**src/rtl/loader_pkg.sv**
```systemverilog
// Shared types and display tag constants for the operand loader.
package loader_pkg;

  // Top-level operating modes of the loader.
  typedef enum logic [1:0] {
    LOAD,
    COMPUTE,
    SHOW
  } state_e;

  // Tags shown on the 7-seg operand/result selector digit.
  localparam logic [3:0] TAG_OP_BASE = 4'hA;
  localparam logic [3:0] TAG_RES     = 4'hE;
  localparam logic [3:0] TAG_ERR     = 4'hF;

endpackage

```
**src/rtl/btn_pulse.sv**
```systemverilog
// Turns a raw, asynchronous push-button level into a single-cycle pulse.
module btn_pulse (
  input  logic clk,
  input  logic rst,
  input  logic btn_i,
  output logic pulse_o
);

  logic sync1_q;
  logic sync2_q;
  logic prev_q;

  // Two-flop synchroniser followed by a delayed copy for rising-edge detection.
  always_ff @(posedge clk or posedge rst) begin
    if (rst) begin
      sync1_q <= 1'b0;
      sync2_q <= 1'b0;
      prev_q  <= 1'b0;
    end else begin
      sync1_q <= btn_i;
      sync2_q <= sync1_q;
      prev_q  <= sync2_q;
    end
  end

  // High for exactly one cycle per press, however long the button is held.
  assign pulse_o = sync2_q & ~prev_q;

endmodule

```
**src/rtl/operand_loader.sv**
```systemverilog
// Byte-serial operand entry, ALU start/done handshake and result paging
// for the board ALU demos.
module operand_loader
  import loader_pkg::*;
#(
  parameter int DATA_W    = 8,
  parameter int WORDS     = 4,
  parameter int N_OPS     = 2,
  parameter int RES_WORDS = 4,
  parameter int TIMEOUT   = 1024
) (
  input  logic                          clk,
  input  logic                          rst,
  input  logic                          step,
  input  logic                          back,
  input  logic [DATA_W-1:0]             data,
  output logic [N_OPS*DATA_W*WORDS-1:0] op_bus,
  output logic                          alu_start,
  input  logic                          alu_done,
  input  logic [RES_WORDS*DATA_W-1:0]   alu_result,
  output logic [DATA_W-1:0]             disp_val,
  output logic [3:0]                    disp_op,
  output logic [3:0]                    disp_idx,
  output logic                          loaddata,
  output logic                          busy,
  output logic                          err
);

  localparam int OP_W  = DATA_W * WORDS;
  localparam int BUS_W = N_OPS * OP_W;
  localparam int RES_W = RES_WORDS * DATA_W;
  localparam int OPI_W = (N_OPS > 1) ? $clog2(N_OPS) : 1;
  localparam int CNT_W = $clog2(TIMEOUT);

  state_e             state_q;
  logic [OPI_W-1:0]   opIdx_q;
  logic [3:0]         byteIdx_q;
  logic [3:0]         page_q;
  logic [BUS_W-1:0]   opBus_q;
  logic [BUS_W-1:0]   opBus_d;
  logic [RES_W-1:0]   result_q;
  logic               err_q;
  logic               aluStart_q;
  logic [CNT_W-1:0]   cnt_q;

  logic               stepPulse;
  logic               backPulse;
  logic               stepAct;
  logic               backAct;
  logic               bothAct;
  logic               lastByte;
  logic               lastOp;
  logic [DATA_W-1:0]  resByte;

  btn_pulse u_stepPulse (
    .clk     (clk),
    .rst     (rst),
    .btn_i   (step),
    .pulse_o (stepPulse)
  );

  btn_pulse u_backPulse (
    .clk     (clk),
    .rst     (rst),
    .btn_i   (back),
    .pulse_o (backPulse)
  );

  // A simultaneous step and back is a distinct command, never a step or a back.
  assign stepAct  = stepPulse & ~backPulse;
  assign backAct  = backPulse & ~stepPulse;
  assign bothAct  = stepPulse & backPulse;
  assign lastByte = (byteIdx_q == 4'(WORDS - 1));
  assign lastOp   = (opIdx_q == OPI_W'(N_OPS - 1));

  // Image of the operand bus with the switch byte written at the cursor.
  always_comb begin
    opBus_d = opBus_q;
    for (int k = 0; k < N_OPS; k++) begin
      for (int j = 0; j < WORDS; j++) begin
        if (opIdx_q == OPI_W'(k) && byteIdx_q == 4'(j)) begin
          opBus_d[k*OP_W + j*DATA_W +: DATA_W] = data;
        end
      end
    end
  end

  // Result byte selected by the current display page.
  always_comb begin
    resByte = '0;
    for (int p = 0; p < RES_WORDS; p++) begin
      if (page_q == 4'(p)) begin
        resByte = result_q[p*DATA_W +: DATA_W];
      end
    end
  end

  // Main controller: operand entry, ALU handshake with timeout, result paging.
  always_ff @(posedge clk or posedge rst) begin
    if (rst) begin
      state_q    <= LOAD;
      opIdx_q    <= '0;
      byteIdx_q  <= '0;
      page_q     <= '0;
      opBus_q    <= '0;
      result_q   <= '0;
      err_q      <= 1'b0;
      aluStart_q <= 1'b0;
      cnt_q      <= '0;
    end else begin
      aluStart_q <= 1'b0;
      case (state_q)
        LOAD: begin
          if (stepAct) begin
            opBus_q <= opBus_d;
            if (lastByte && lastOp) begin
              state_q    <= COMPUTE;
              aluStart_q <= 1'b1;
              cnt_q      <= '0;
            end else if (lastByte) begin
              byteIdx_q <= '0;
              opIdx_q   <= opIdx_q + OPI_W'(1);
            end else begin
              byteIdx_q <= byteIdx_q + 4'd1;
            end
          end else if (backAct) begin
            if (byteIdx_q != 4'd0) begin
              byteIdx_q <= byteIdx_q - 4'd1;
            end else if (opIdx_q != '0) begin
              opIdx_q   <= opIdx_q - OPI_W'(1);
              byteIdx_q <= 4'(WORDS - 1);
            end
          end
        end
        COMPUTE: begin
          if (cnt_q != '0 && alu_done) begin
            result_q <= alu_result;
            err_q    <= 1'b0;
            page_q   <= '0;
            state_q  <= SHOW;
          end else if (cnt_q == CNT_W'(TIMEOUT - 1)) begin
            result_q <= '0;
            err_q    <= 1'b1;
            page_q   <= '0;
            state_q  <= SHOW;
          end else begin
            cnt_q <= cnt_q + CNT_W'(1);
          end
        end
        SHOW: begin
          if (bothAct) begin
            opBus_q   <= '0;
            result_q  <= '0;
            err_q     <= 1'b0;
            opIdx_q   <= '0;
            byteIdx_q <= '0;
            state_q   <= LOAD;
          end else if (stepAct) begin
            page_q <= (page_q == 4'(RES_WORDS - 1)) ? 4'd0 : page_q + 4'd1;
          end else if (backAct) begin
            page_q <= (page_q == 4'd0) ? 4'(RES_WORDS - 1) : page_q - 4'd1;
          end
        end
        default: state_q <= LOAD;
      endcase
    end
  end

  // Seven-segment view: live switches while loading, blank while computing,
  // selected result byte afterwards.
  always_comb begin
    disp_val = '0;
    disp_op  = TAG_OP_BASE;
    disp_idx = 4'd1;
    case (state_q)
      LOAD: begin
        disp_val = data;
        disp_op  = TAG_OP_BASE + 4'(opIdx_q);
        disp_idx = byteIdx_q + 4'd1;
      end
      COMPUTE: begin
        disp_val = '0;
        disp_op  = TAG_RES;
        disp_idx = 4'd0;
      end
      SHOW: begin
        disp_val = resByte;
        disp_op  = err_q ? TAG_ERR : TAG_RES;
        disp_idx = page_q + 4'd1;
      end
      default: ;
    endcase
  end

  assign op_bus    = opBus_q;
  assign alu_start = aluStart_q;
  assign loaddata  = (state_q == LOAD);
  assign busy      = (state_q == COMPUTE);
  assign err       = err_q;

endmodule

```
**config.mk**
```make
export PLATFORM = sky130hd
export DESIGN_NAME = operand_loader
export DESIGN_NICKNAME = d
export VERILOG_FILES = /design/src/rtl/loader_pkg.sv /design/src/rtl/btn_pulse.sv /design/src/rtl/operand_loader.sv
export SDC_FILE = /design/constraint.sdc
export NUM_CORES = 1
export LEC_CHECK = 0
export ABC_AREA = 1
export CORE_MARGIN = 2
export CORE_UTILIZATION = 45
export CTS_CLUSTER_SIZE = 25
export DETAILED_ROUTE_END_ITERATION = 6
export PLACE_DENSITY = 0.74
export SLEW_MARGIN = 0
export SYNTH_ARGS = -nofsm -noshare
export SYNTH_HDL_FRONTEND = slang
export SYNTH_HIERARCHICAL = 1
export SYNTH_SLANG_ARGS = --single-unit
export TNS_END_PERCENT = 10
```
**constraint.sdc**
```tcl
create_clock -name clk -period 4.4 [get_ports clk]
set_input_delay 1.32 -clock clk [delete_from_list [all_inputs] [get_ports clk]]
set_output_delay 1.32 -clock clk [all_outputs]
set_load 0.005 [all_outputs]
```
==> flow_summary.json <==
{
  "critPathBufInv": 3,
  "final.period_utilization_pct": 95.9,
  "grt_pass1_wl_um": 25300,
  "rsz0062_at_grt": "false",
  "setup_tns_ns": 0,
  "crit_required_ns": 3.08,
  "relSlewSlack_pct": 51.5,
  "end_kind": "primary output",
  "outcome": "complete, no violations",
  "vias_per_cell": 5.03,
  "netlist_instances": 754,
  "crit_path_max_incr_delay_ns": 0.58,
  "switching_share_pct": 41.1,
  "gr-total-overflow": 0,
  "seq_area_frac_synth_pct": 49.1,
  "worstPathCellList": "inv_1 > ha_1 > inv_1 > nor2_1 > nand2_1 > a21oi_1 > a21oi_1 > o21ai_0 > clkdlybuf4s50_1",
  "dieArea_mm2": 0.0151,
  "slowest_stage": "clkdlybuf4s50_1",
  "fin_skew_ns": 0.00454,
  "hold_viol": 0,
  "grt_antenna_before_repair": 0,
  "slew_viol_final": 0,
  "cp_max_fo": 8,
  "synth_top_area_share_pct": 49.1,
  "avgSynthCellArea_um2": 8.45,
  "post_drt_wl_per_cell_um": 14.8,
  "io_pins": 129,
  "drt_iter0_markers": 463,
  "cts_setup_buffers": 0,
  "initial_utilization_pct": 45.9,
  "hold_buffers": 0,
  "numCtsBuffers": 17,
  "synth.distinct_cells": 38,
  "wl_um": 15700,
  "clock.fmax_mhz": 237,
  "diodes": 0,
  "setup_viol": 0,
  "hp-start": "u_backPulse/sync1_q",
  "clockRootBuffer": "clkbuf_16",
  "fin_crit_ns": 4.22,
  "final_nets": 936,
  "dp.cells": 1033,
  "ant_nets": 0,
  "area_delta_synth_final_pct": 29.6,
  "synth_area_leaders": "dfrtp_1 (49%), nand2_1 (14%), nand3_1 (4.6%)",
  "seq_power_share_pct": 30.0,
  "die_h_um": 123,
  "r2r_start": "state_q[0]",
  "cp_top_family": "buffers and inverters",
  "row_count": 43,
  "vdd_drop_max_v": 0.000346,
  "crit_path_start": "page_q[0]",
  "grt_pass1_vias": 4941,
  "clkPwrFrac_pct": 21.8,
  "yosysWarnings": 6,
  "ys_ff_latch": 125,
  "clockBufferDepth": 2,
  "ctsResizeCount": 0,
  "grt_max_degree": 120,
  "gp_congestion": 0.950,
  "arrival_ns": 2.90,
  "final_cell_mix": "nand2_1 (236), clkdlybuf4s50_1 (126), dfrtp_1 (125)",
  "vias": 5361,
  "cts_tree": "done",
  "worstSetupPathType": "flop to primary output",
  "dp.final_hpwl_um": 10900,
  "drc": 0,
  "cts-htree-levels": 4,
  "clk_pin_slew_worst_paths_ns": 0.06,
  "final_common_cell": "nand2_1",
  "io_buffer_count": 126,
  "core_area_mm2": 0.0139,
  "die_x_um": 123,
  "insertion_delay_ns": 0.42,
  "drtPass1Iterations": 4,
  "track_usage_pct": 22.0,
  "final_cells": 1065,
  "netSwitchingPower_w": 0.00251,
  "p_int_w": 0.00361,
  "cap_violations": 0,
  "tritoncts_num_sinks": 125,
  "yosysTopAreaCell": "dfrtp_1",
  "netlist_area_mm2": 0.00637,
  "combPwrFrac_pct": 48.1,
  "worst_slew_pin_slew_ns": 0.728,
  "fin_area_mm2": 0.00825,
  "worstHoldPathType": "flop to flop",
  "p_leak_nw": 3.84,
  "start_kind": "flop",
  "drive_above_1_share_pct": 11.5,
  "post_dp_cell_area_mm2": 0.00769,
  "p_per_area_mw_per_mm2": 741
}
## power by group through the flow
stage	registers, W	logic (W)	clock network (W)
floorplan	0.00182	0.00191	0
global placement	0.00185	0.00291	0
detailed placement	0.00185	0.00296	0
CTS	0.00184	0.00297	0.00135
global route	0.00189	0.00330	0.00141
finish	0.00184	0.00295	0.00133
## cells in the mapped netlist
| master | count |
|---|---|
| a21oi_1 | 26 |
| ha_1 | 19 |
| buf_2 | 10 |
| nor2_2 | 6 |
| xor2_1 | 8 |
| nor3_1 | 2 |
| conb_1 | 1 |
| nand3_2 | 3 |
| or2_2 | 3 |
| nand4_2 | 1 |
| o21ai_4 | 1 |
| buf_6 | 11 |
| o21ai_0 | 46 |
| buf_4 | 3 |
| buf_1 | 1 |
| nand2_2 | 5 |
| nor3_2 | 1 |
| dfrtp_1 | 125 |
| o21ai_1 | 49 |
| a31oi_1 | 1 |
| nor2_8 | 1 |
| clkinv_1 | 1 |
| o21ai_2 | 30 |
| nand3_1 | 58 |
| or2_1 | 1 |
| inv_4 | 1 |
| nand3b_1 | 1 |
| inv_1 | 45 |
| nor2_1 | 31 |
| inv_2 | 3 |
| nand3_4 | 1 |
| nand2_4 | 4 |
| nand2_1 | 236 |
| and2_4 | 1 |
| nand4_1 | 6 |
| nor2_4 | 2 |
| xnor2_1 | 1 |
| clkbuf_1 | 9 |
## final timing paths
path,to,depth (start not counted),slack [ns]
worst max-delay path,disp_val[1],9,0.18
worst min-delay path,u_backPulse/sync2_q,0,0.36
worst max register to register,op_bus[59],10,1.91
worst min register to register,u_backPulse/sync2_q,0,0.36
max in group asynchronous,op_bus[25],3,2.43
min in group asynchronous,u_backPulse/sync1_q,2,1.18
## through the flow
step	setup WS [ns]	total power [W]	util (%)	hold WS (ns)
finish	0.180	0.00612	59.5	0.355
global route	0.00569	0.00659	59.5	0.364
CTS	0.241	0.00615	59.5	0.353
detailed placement	0.504	0.00481	55.4	0.340
global placement	0.486	0.00475	55.4	0.332
floorplan	1.60	0.00373	-	0.331
## cell families (layout without fill, tap and decap cells)
family | count (synthesis) | count (layout) | synth area share [%]
XOR/XNOR | 9 | 9 | 1.24
flip-flops | 125 | 125 | 49.1
AND/OR/NAND/NOR | 363 | 363 | 25.2
other | 1 | 2 | 0.0589
adder cells (fa/ha/maj) | 19 | 19 | 3.73
AO/OA/AOI/OAI | 153 | 153 | 14.0
buffers and inverters | 84 | 214 | 6.66
## state kept, by name, indices dropped and copies added, names as in the netlist
signal / count
alu_start: 1
op_bus: 64
byteIdx_q: 4
result_q: 32
u_stepPulse/prev_q: 1
u_stepPulse/sync1_q: 1
cnt_q: 10
u_stepPulse/sync2_q: 1
page_q: 4
lastOp: 1
u_backPulse/sync2_q: 1
err: 1
state_q: 2
u_backPulse/prev_q: 1
u_backPulse/sync1_q: 1
## metal layers
layer  track usage, %  wire length [um]  share of wire, %
met1             30.3              7280                46
met2             33.7              7270                46
met3             5.49               925               5.9
met4             7.88               267               1.7
met5                0                 0                 0
## cell type report
cell class | count | area (um^2)
fill | 1266 | 5630
sequential | 125 | 3130
multi-input combinational | 546 | 2820
timing repair buffer | 132 | 1320
clock buffer | 17 | 425
tap | 180 | 225
inverter | 50 | 194
clock inverter | 15 | 140
(Power assumes the default switching activity.)
